[config.mk]
export PLATFORM = sky130hd
export DESIGN_NAME = fifo_buffer_flat
export DESIGN_NICKNAME = d
export VERILOG_FILES = /design/src/rtl/fifo_buffer_pkg.sv /design/src/rtl/fifo_buffer_if.sv /design/src/rtl/fifo_buffer_ram.sv /design/src/rtl/fifo_buffer.sv /design/src/flat_wrapper.sv
export SDC_FILE = /design/constraint.sdc
export NUM_CORES = 1
export LEC_CHECK = 0
export ABC_CLOCK_PERIOD_IN_PS = 3400
export BUFFER_PORTS_ARGS = -buffer_cell sky130_fd_sc_hd__buf_2
export CORE_ASPECT_RATIO = 1.2
export CORE_MARGIN = 8
export CORE_UTILIZATION = 55
export DETAILED_ROUTE_END_ITERATION = 8
export GPL_TIMING_DRIVEN = 0
export MAX_ROUTING_LAYER = met4
export PLACE_DENSITY = 0.84
export SYNTH_ARGS = -nofsm -noshare
export SYNTH_HDL_FRONTEND = slang
export SYNTH_SLANG_ARGS = --single-unit
[constraint.sdc]
create_clock -name ap_clk -period 3.4 [get_ports ap_clk]
set_input_delay 0.34 -clock ap_clk [delete_from_list [all_inputs] [get_ports ap_clk]]
set_output_delay 0.34 -clock ap_clk [all_outputs]
set_load 0.02 [all_outputs]
[src/rtl/fifo_buffer_pkg.sv]
// Shared constants and helpers for fifo_buffer and its producers/consumers.
// Defaults here keep fifo_switch users and this block sized consistently.
package fifo_buffer_pkg;

  localparam int unsigned FIFO_DEFAULT_DEPTH      = 16;
  localparam int unsigned FIFO_DEFAULT_DATA_WIDTH = 32;
  localparam int unsigned STAT_CNT_WIDTH          = 32;

  // Ceiling log2, usable in parameter expressions.
  function automatic int unsigned fifo_clog2(input int unsigned n);
    int unsigned r;
    r = 0;
    for (int unsigned i = 0; i < 32; i++) begin
      if ((32'd1 << i) < n) r = i + 1;
    end
    return r;
  endfunction

endpackage

[src/rtl/fifo_buffer_if.sv]
// ap_fifo write side (i_*) and read side (o_*) bundled as one interface.
// master = surrounding producer/consumer, slave = the FIFO itself.
interface fifo_buffer_if
  import fifo_buffer_pkg::*;
#(
  parameter int unsigned DATA_WIDTH = FIFO_DEFAULT_DATA_WIDTH
);

  logic [DATA_WIDTH-1:0] i_din;
  logic                  i_full_n;
  logic                  i_write;
  logic [DATA_WIDTH-1:0] o_dout;
  logic                  o_empty_n;
  logic                  o_read;

  modport master (
    output i_din, i_write, o_read,
    input  i_full_n, o_dout, o_empty_n
  );

  modport slave (
    input  i_din, i_write, o_read,
    output i_full_n, o_dout, o_empty_n
  );

endinterface

[src/rtl/fifo_buffer_ram.sv]
// DEPTH x DATA_WIDTH storage: synchronous write, asynchronous read, no reset.
// Kept separate so it can be swapped for a LUTRAM/BRAM macro.
module fifo_buffer_ram
  import fifo_buffer_pkg::*;
#(
  parameter  int unsigned DATA_WIDTH = FIFO_DEFAULT_DATA_WIDTH,
  parameter  int unsigned DEPTH      = FIFO_DEFAULT_DEPTH,
  localparam int unsigned ADDR_WIDTH = fifo_clog2(DEPTH)
) (
  input  logic                  clk,
  input  logic                  we,
  input  logic [ADDR_WIDTH-1:0] waddr,
  input  logic [DATA_WIDTH-1:0] wdata,
  input  logic [ADDR_WIDTH-1:0] raddr,
  output logic [DATA_WIDTH-1:0] rdata
);

  logic [DATA_WIDTH-1:0] mem_q [DEPTH];

  always_ff @(posedge clk) begin
    if (we) mem_q[waddr] <= wdata;
  end

  assign rdata = mem_q[raddr];

endmodule

[src/rtl/fifo_buffer.sv]
// Synchronous FWFT FIFO between fifo_switch (ap_fifo write) and an HLS kernel (ap_fifo read).
// Define FIFO_BUFFER_STATS_EN to add stat_max_level / stat_stall_cnt outputs.
module fifo_buffer
  import fifo_buffer_pkg::*;
#(
  parameter  int unsigned DATA_WIDTH = FIFO_DEFAULT_DATA_WIDTH,
  parameter  int unsigned DEPTH      = FIFO_DEFAULT_DEPTH,
  localparam int unsigned ADDR_WIDTH = fifo_clog2(DEPTH),
  localparam int unsigned PTR_WIDTH  = ADDR_WIDTH + 1
) (
  input  logic                      ap_clk,
  input  logic                      ap_rst,
  fifo_buffer_if.slave              fifo,
`ifdef FIFO_BUFFER_STATS_EN
  output logic [PTR_WIDTH-1:0]      stat_max_level,
  output logic [STAT_CNT_WIDTH-1:0] stat_stall_cnt,
`endif
  output logic [PTR_WIDTH-1:0]      level
);

  logic [PTR_WIDTH-1:0]  wr_ptr_q, wr_ptr_d;
  logic [PTR_WIDTH-1:0]  rd_ptr_q, rd_ptr_d;
  logic [PTR_WIDTH-1:0]  level_q, level_d;
  logic                  full_n_q, full_n_d;
  logic                  empty_n_q, empty_n_d;
  logic                  wr_en_c, rd_en_c;
  logic [DATA_WIDTH-1:0] ram_rdata;

  // Flags and level come from next-state pointers so they are plain registers.
  always_comb begin
    wr_en_c   = fifo.i_write && full_n_q;
    rd_en_c   = fifo.o_read && empty_n_q;
    wr_ptr_d  = wr_ptr_q + PTR_WIDTH'(wr_en_c);
    rd_ptr_d  = rd_ptr_q + PTR_WIDTH'(rd_en_c);
    level_d   = wr_ptr_d - rd_ptr_d;
    empty_n_d = (wr_ptr_d != rd_ptr_d);
    full_n_d  = !((wr_ptr_d[ADDR_WIDTH-1:0] == rd_ptr_d[ADDR_WIDTH-1:0]) &&
                  (wr_ptr_d[ADDR_WIDTH] != rd_ptr_d[ADDR_WIDTH]));
  end

  // full_n is held low in reset so the producer waits one cycle after release.
  always_ff @(posedge ap_clk) begin
    if (ap_rst) begin
      wr_ptr_q  <= '0;
      rd_ptr_q  <= '0;
      level_q   <= '0;
      full_n_q  <= 1'b0;
      empty_n_q <= 1'b0;
    end else begin
      wr_ptr_q  <= wr_ptr_d;
      rd_ptr_q  <= rd_ptr_d;
      level_q   <= level_d;
      full_n_q  <= full_n_d;
      empty_n_q <= empty_n_d;
    end
  end

  fifo_buffer_ram #(
    .DATA_WIDTH (DATA_WIDTH),
    .DEPTH      (DEPTH)
  ) u_ram (
    .clk   (ap_clk),
    .we    (wr_en_c && !ap_rst),
    .waddr (wr_ptr_q[ADDR_WIDTH-1:0]),
    .wdata (fifo.i_din),
    .raddr (rd_ptr_q[ADDR_WIDTH-1:0]),
    .rdata (ram_rdata)
  );

  assign fifo.i_full_n  = full_n_q;
  assign fifo.o_empty_n = empty_n_q;
  assign fifo.o_dout    = empty_n_q ? ram_rdata : '0;
  assign level          = level_q;

`ifdef FIFO_BUFFER_STATS_EN
  logic [PTR_WIDTH-1:0]      max_level_q, max_level_d;
  logic [STAT_CNT_WIDTH-1:0] stall_cnt_q, stall_cnt_d;

  // High-water mark trails level by a cycle; stall counter saturates.
  always_comb begin
    max_level_d = max_level_q;
    stall_cnt_d = stall_cnt_q;
    if (level_q > max_level_q) max_level_d = level_q;
    if (fifo.i_write && !full_n_q && (stall_cnt_q != '1))
      stall_cnt_d = stall_cnt_q + STAT_CNT_WIDTH'(1);
  end

  always_ff @(posedge ap_clk) begin
    if (ap_rst) begin
      max_level_q <= '0;
      stall_cnt_q <= '0;
    end else begin
      max_level_q <= max_level_d;
      stall_cnt_q <= stall_cnt_d;
    end
  end

  assign stat_max_level = max_level_q;
  assign stat_stall_cnt = stall_cnt_q;
`endif

endmodule
[src/flat_wrapper.sv]
// flat-port wrapper written by rule: the top's interface ports become plain ports
module fifo_buffer_flat import fifo_buffer_pkg::*;
#(
  parameter  int unsigned DATA_WIDTH = FIFO_DEFAULT_DATA_WIDTH,
  parameter  int unsigned DEPTH      = FIFO_DEFAULT_DEPTH,
  localparam int unsigned ADDR_WIDTH = fifo_clog2(DEPTH),
  localparam int unsigned PTR_WIDTH  = ADDR_WIDTH + 1
)
  (ap_clk, ap_rst, level, fifo_i_din, fifo_i_write, fifo_o_read, fifo_i_full_n, fifo_o_dout, fifo_o_empty_n);
  fifo_buffer_if #(.DATA_WIDTH(DATA_WIDTH)) fifo_i ();
  input  logic ap_clk;
  input  logic ap_rst;
  output logic [PTR_WIDTH-1:0] level;
  input wire logic [$bits(fifo_i.i_din)-1:0] fifo_i_din;
  input wire logic [$bits(fifo_i.i_write)-1:0] fifo_i_write;
  input wire logic [$bits(fifo_i.o_read)-1:0] fifo_o_read;
  output wire logic [$bits(fifo_i.i_full_n)-1:0] fifo_i_full_n;
  output wire logic [$bits(fifo_i.o_dout)-1:0] fifo_o_dout;
  output wire logic [$bits(fifo_i.o_empty_n)-1:0] fifo_o_empty_n;
  assign fifo_i.i_din = fifo_i_din;
  assign fifo_i.i_write = fifo_i_write;
  assign fifo_i.o_read = fifo_o_read;
  assign fifo_i_full_n = fifo_i.i_full_n;
  assign fifo_o_dout = fifo_i.o_dout;
  assign fifo_o_empty_n = fifo_i.o_empty_n;
  fifo_buffer #(.DATA_WIDTH(DATA_WIDTH), .DEPTH(DEPTH)) u_core (.ap_clk(ap_clk), .ap_rst(ap_rst), .fifo(fifo_i), .level(level));
endmodule
==> reports/metrics.csv, run 1 <==
metric;value;unit
Mapped Area;20400;sq um
Reg clk slew, reported paths;0.07;ns
maximum fanout along the worst path;10;
worst hold margin;0.137;ns
post-synth top area share;0.754;
FF+latch area;15700;sq um
Final Power;13600;uW
FF-to-FF path depth;4;
initial antenna violation count;3;
vias in the first global route;10700;
Area Overhead vs Synth;15.3;%
Die Width;192;um
Worst path max stage delay;0.59;ns
most frequent cells in the layout;edfxtp_1, mux4_2, buf_2, clkbuf_16, and2_1;
Post-CTS Setup Repair Bufs;0;
Vias;10200;
Setup CP Type;reg2out;
Routed Antenna Nets;0;
DR WL/cell;33.4;um
largest area contributor in the netlist;edfxtp_1;
Clock Tree Root;clkbuf_16;
share of layout cells above drive strength 1;0.348;
Clock Skews;0.0293;ns
worst path cell trace;buf_2 -> buf_4 -> mux4_2 -> mux4_2 -> and2_1 -> buf_2;
P_leak;0.00734;uW
GRT Util Overall;0.245;
synthesis-stage register bit count;529;
hold path depth;1;
Die Y-Extent;227;um
pin count of the biggest net entering global routing;25;
Most used DFF post-synth;edfxtp_1;
Async S/R FF share, synth;0;
crit-path leading delay family;multiplexers;
syn_nets;910;
register area share after synthesis;0.771;
drt pass-1 iters;5;
nets;1051;
Core Region;36700;sq um
Max clock buf depth;3;
Worst Path Required;3.06;ns
maximum clock frequency;0.297;GHz
final wirelength;50700;um
Via-to-Cell Ratio;6.74;
total CTS buffers;45;
status;finished, final reports clean;
post-synthesis cell count;868;
Hold EP;u_core.u_ram.mem_q[4][9]$_DFFE_PP_;
post-synth cell types;35;
Rel. slew slack;0.327;
Final Cycle Share;0.990;
row cnt;77;
global-route wire length before repair;73600;um
GRT overflow;0;
Mean Syn Cell Area;23.5;sq um
hold_sp;fifo_i_din[9];
critical path's slowest cell;mux4_2;
drt drc;0;
Reg-to-Reg Start;u_core.wr_ptr_q[3]$_SDFF_PP0_;
Hold Crit Class;in2reg;
initial core utilization;0.555;
CTS tree;yes;
number of port buffers;74;
footprint of the multi-input gates;4550;sq um
EDFF count, synth;512;
R2R setup slack;0.46;ns
Max Cap Viol;0;
min Tclk post-route;3.37;ns
reg-to-reg endpoint;u_core.u_ram.mem_q[14][11]$_DFFE_PP_;
Slew @ Worst Pin;1.01;ns
RSZ-0062 raised after global routing;yes;
CP Capture Type;output port;
clock insertion delay at the later pin of the skew report;0.58;ns
Worst Path Arrival;3.03;ns
power per cell area;579;nW/um^2
fillers;2224;
H-tree depth;2;
top cells by area, synth;edfxtp_1, mux4_2, dfxtp_1;
synth warn;0;
Die ar.;43500;sq um
drt initial violations;1280;
Top Ports;75;
Routability Congestion;0.823;
final slew viol count;0;
Worst Setup Start Kind;register;
Worst VDD drop;395;uV
most common cell after layout, fill and taps aside;edfxtp_1;
clk sinks;529;
final hold vios;0;
HPWL after DPL;28300;um
final setup fails;0;
worst path buffer plus inverter count;3;
-- cell usage after synthesis (6+ instances only) --
library cell and number:
edfxtp_1 512, mux4_2 160, and2_1 33, nor2_1 28
clkbuf_1 17, dfxtp_1 17, buf_4 11, nand2_1 11
buf_2 10, xor2_1 8, a21oi_1 6, ha_1 6
-- through the flow --
stage	area (sq um)	utilization	TNS [ns]	worst slack, ns	cells
6_report	23500	0.640	0	0.0344	1519
3_3_place_gp	21400	0.582	-445.33	-1.03	1416
5_1_grt	23500	0.640	-0.114	-0.0397	1519
4_1_cts	23500	0.640	0	0.00461	1516
3_5_place_dp	22000	0.599	0	0.243	1436
2_1_floorplan	20400	-	0	0.699	868
-- power by group --
group | total [uW] | internal, uW | switching [uW] | leakage (uW)
Sequential | 7200 | 7180 | 20.9 | 0.00474
Combinational | 1100 | 491 | 606 | 0.00189
Clock | 5300 | 3030 | 2270 | 0.000709
Total | 13600 | 10700 | 2900 | 0.00734
-- per-layer routing --
layer	global-route usage	up-vias	wire, um	part of all wire
li1	-	3957	-	-
met2	0.405	768	26100	0.52
met5	-	-	0	0
met3	0.0491	163	4910	0.097
met1	0.289	5354	17300	0.34
met4	0.113	0	2350	0.046
-- area by class of cell --
| type | count | area share |
|---|---|---|
| Multi-Input combinational cell | 291 | 0.194 |
| Timing Repair Buffer | 94 | 0.0366 |
| Buffer | 45 | 0.0114 |
| Clock buffer | 62 | 0.0515 |
| Antenna cell | 3 | 0.000319 |
| Clock inverter | 18 | 0.0118 |
| Inverter | 3 | 0.000479 |
| Tap cell | 474 | 0.0252 |
| Sequential cell | 529 | 0.669 |
-- repair_timing --
action | CTS | global route
gates cloned | 0 | 0
endpoints found under the hold margin | 0 | 0
gates resized for setup | 21 | 4
hold buffers | 0 | 0
endpoints found under the setup margin | 30 | 27
-- worst max-delay path by stage --
stage / startpoint / end / slack (ns) / depth (start not counted)
CTS: u_core.rd_ptr_q[1]$_SDFF_PP0_ / fifo_o_dout[14] / 0.005 / 5
global placement: u_core.wr_ptr_q[3]$_SDFF_PP0_ / u_core.u_ram.mem_q[10][18]$_DFFE_PP_ / -1.03 / 3
detailed placement: u_core.rd_ptr_q[2]$_SDFF_PP0_ / fifo_o_dout[7] / 0.24 / 7
floorplan: u_core.wr_ptr_q[3]$_SDFF_PP0_ / u_core.u_ram.mem_q[9][0]$_DFFE_PP_ / 0.70 / 3
finish: u_core.rd_ptr_q[0]$_SDFF_PP0_ / fifo_o_dout[7] / 0.03 / 6
global route: u_core.rd_ptr_q[0]$_SDFF_PP0_ / fifo_o_dout[27] / -0.04 / 6
-- state kept, by name (all words and copies together), names as in the netlist --
signal	cells
u_core.fifo.i_full_n	1
u_core.level	5
u_core.fifo.o_empty_n	1
u_core.rd_ptr_q	5
u_core.wr_ptr_q	5
u_core.u_ram.mem_q	512
-- cell families (layout without fill, tap and decap cells) --
| group | count (synthesis) | in the layout | synth area share |
|---|---|---|---|
| AO/OA/AOI/OAI | 17 | 17 | 0.00589 |
| other | 0 | 3 | 0 |
| buffers and inverters | 48 | 222 | 0.0122 |
| multiplexers | 160 | 160 | 0.177 |
| AND/OR/NAND/NOR | 95 | 95 | 0.0241 |
| flip-flops | 529 | 529 | 0.771 |
| XOR/XNOR | 13 | 13 | 0.00626 |
| adder cells (fa/ha/maj) | 6 | 6 | 0.00368 |
-- worst register-to-register path, delay by kind of cell, from the launching register on --
kind                   cells  cell delay, ns
and+or+nand+nor            2            1.33
buffers and inverters      2            0.87
DFF                        1            0.44
Power figures use the tool's default switching activity.
==> inputs of run 2 (changes only) <==
Settings changed: CORE_MARGIN 8 to unset.
==> reports/metrics.csv, run 2 (same netlist as run 1, synthesis figures left out) <==
metric;value;unit
fin cells;1516;
Worst Path Required;3.06;ns
power per cell area;576;nW/um^2
Routed Antenna Nets;0;
H-tree depth;2;
vias in the first global route;10600;
CP startpoint;u_core.rd_ptr_q[2]$_SDFF_PP0_;
maximum fanout along the worst path;10;
GRT Util Overall;0.288;
most common cell after layout, fill and taps aside;edfxtp_1;
status;finished with violations;
failing checks;setup timing;
Worst Slack Setup Final;-0.0469;ns
Routability Congestion;0.853;
final hold vios;0;
Rel. slew slack;0.365;
Worst Setup Start Kind;register;
Die Y-Extent;213;um
post-route core utilization;0.648;
total CTS buffers;46;
drt drc;0;
most flop-heavy register;u_core.u_ram.mem_q;
drt pass-1 iters;6;
placed instance area;21900;sq um
row cnt;76;
drt initial violations;1607;
global-route wire length before repair;72500;um
Post-CTS Setup Repair Bufs;0;
Hold Crit Class;in2reg;
design area;23500;sq um
Reg clk slew, reported paths;0.06;ns
Final Cycle Share;1.01;
CTS tree;yes;
GRT overflow;0;
flip-flop count of the largest register after layout;512;
Clock Tree Root;clkbuf_16;
Placed Cells;1430;
Clock Skews;0.0103;ns
hold_sp;fifo_i_din[22];
number of port buffers;74;
fillers;2118;
nets;1052;
Worst Path Arrival;3.11;ns
final setup fails;3;
initial antenna violation count;4;
Die Width;178;um
Vias;10300;
hold_buf cts;0;
CP Capture Type;output port;
RSZ-0062 raised after global routing;yes;
clock insertion delay at the later pin of the skew report;0.57;ns
Setup TNS;-0.0966;ns
HPWL after DPL;29100;um
Via-to-Cell Ratio;6.81;
share of layout cells above drive strength 1;0.353;
most frequent cells in the layout;edfxtp_1, mux4_2, buf_2, clkbuf_16, and2_1;
Core Region;36200;sq um
Final Power;13500;uW
Area Overhead vs Synth;15.1;%
P_leak;0.00734;uW
Setup CP Type;reg2out;
final slew viol count;0;
Max clock buf depth;3;
Max Cap Viol;0;
clk sinks;529;
Slew @ Worst Pin;0.951;ns
Reg-to-Reg Start;u_core.wr_ptr_q[3]$_SDFF_PP0_;
final wirelength;50800;um
pin count of the biggest net entering global routing;22;
maximum clock frequency;0.290;GHz
Die ar.;37800;sq um
Worst VDD drop;327;uV
min Tclk post-route;3.45;ns
DR WL/cell;33.5;um
Top Ports;75;
initial core utilization;0.563;
run 2: cell count changes in the layout (fill, tap and decap cells not counted), sizes merged, moves of 2 or more:
cell    delta
clkinv     +8
bufinv     -2
buf        +3
clkbuf    -10
run 2: final timing paths:
| check | cells past startpoint | slack (ns) | end |
|---|---|---|---|
| worst min-delay path | 1 | 0.15 | u_core.u_ram.mem_q[8][22]$_DFFE_PP_ |
| worst max register to register | 4 | 0.38 | u_core.u_ram.mem_q[13][16]$_DFFE_PP_ |
| worst min register to register | 2 | 0.53 | u_core.rd_ptr_q[4]$_SDFF_PP0_ |
| worst max-delay path | 7 | -0.05 | fifo_o_dout[21] |
run 2: stage by stage:
stage | hold WS [ns] | setup WS [ns]
after floorplan | 0.439 | 0.699
after global placement | 0.500 | -1.15
after detailed placement | 0.522 | 0.207
after CTS | 0.129 | 0.00423
after global routing | 0.141 | -0.0436
final | 0.146 | -0.0469
run 2: worst max-delay path, cell delays in order (launching register included):
cell and delay, ns:
dfxtp_1 0.37, buf_2 0.27, buf_2 0.31, clkbuf_4 0.34
mux4_2 0.36, mux4_2 0.50, and2_1 0.22, buf_2 0.17
run 2: layout make-up:
type	instances	area, sq um	share of cell area
tap	468	586	0.0250
clock inverter	26	255	0.0109
timing repair buffer	94	848	0.0362
antenna	4	10.0	0.000427
multi-input combinational	291	4550	0.194
clock buffer	56	1210	0.0516
inverter	3	11.3	0.000480
buffer	45	274	0.0117
sequential	529	15700	0.670
run 2: repair_timing:
| item | in CTS | in global routing |
|---|---|---|
| pin swaps | 0 | 0 |
| setup endpoints to repair | 32 | 14 |
| gates resized for setup | 22 | 0 |
run 2: per-layer routing:
| metal | vias to the layer above | global-route usage | part of all wire |
|---|---|---|---|
| met3 | 160 | 0.0488 | 0.11 |
| met4 | 0 | 0.138 | 0.045 |
| li1 | 3957 | - | - |
| met1 | 5300 | 0.359 | 0.34 |
| met2 | 910 | 0.465 | 0.50 |
| met5 | - | - | 0 |
run 2: report_power, final:
group	internal (uW)	total (uW)	switching, uW
clock network	2910	5230	2310
logic	490	1100	605
registers	7180	7200	19.9
total	10600	13500	2940
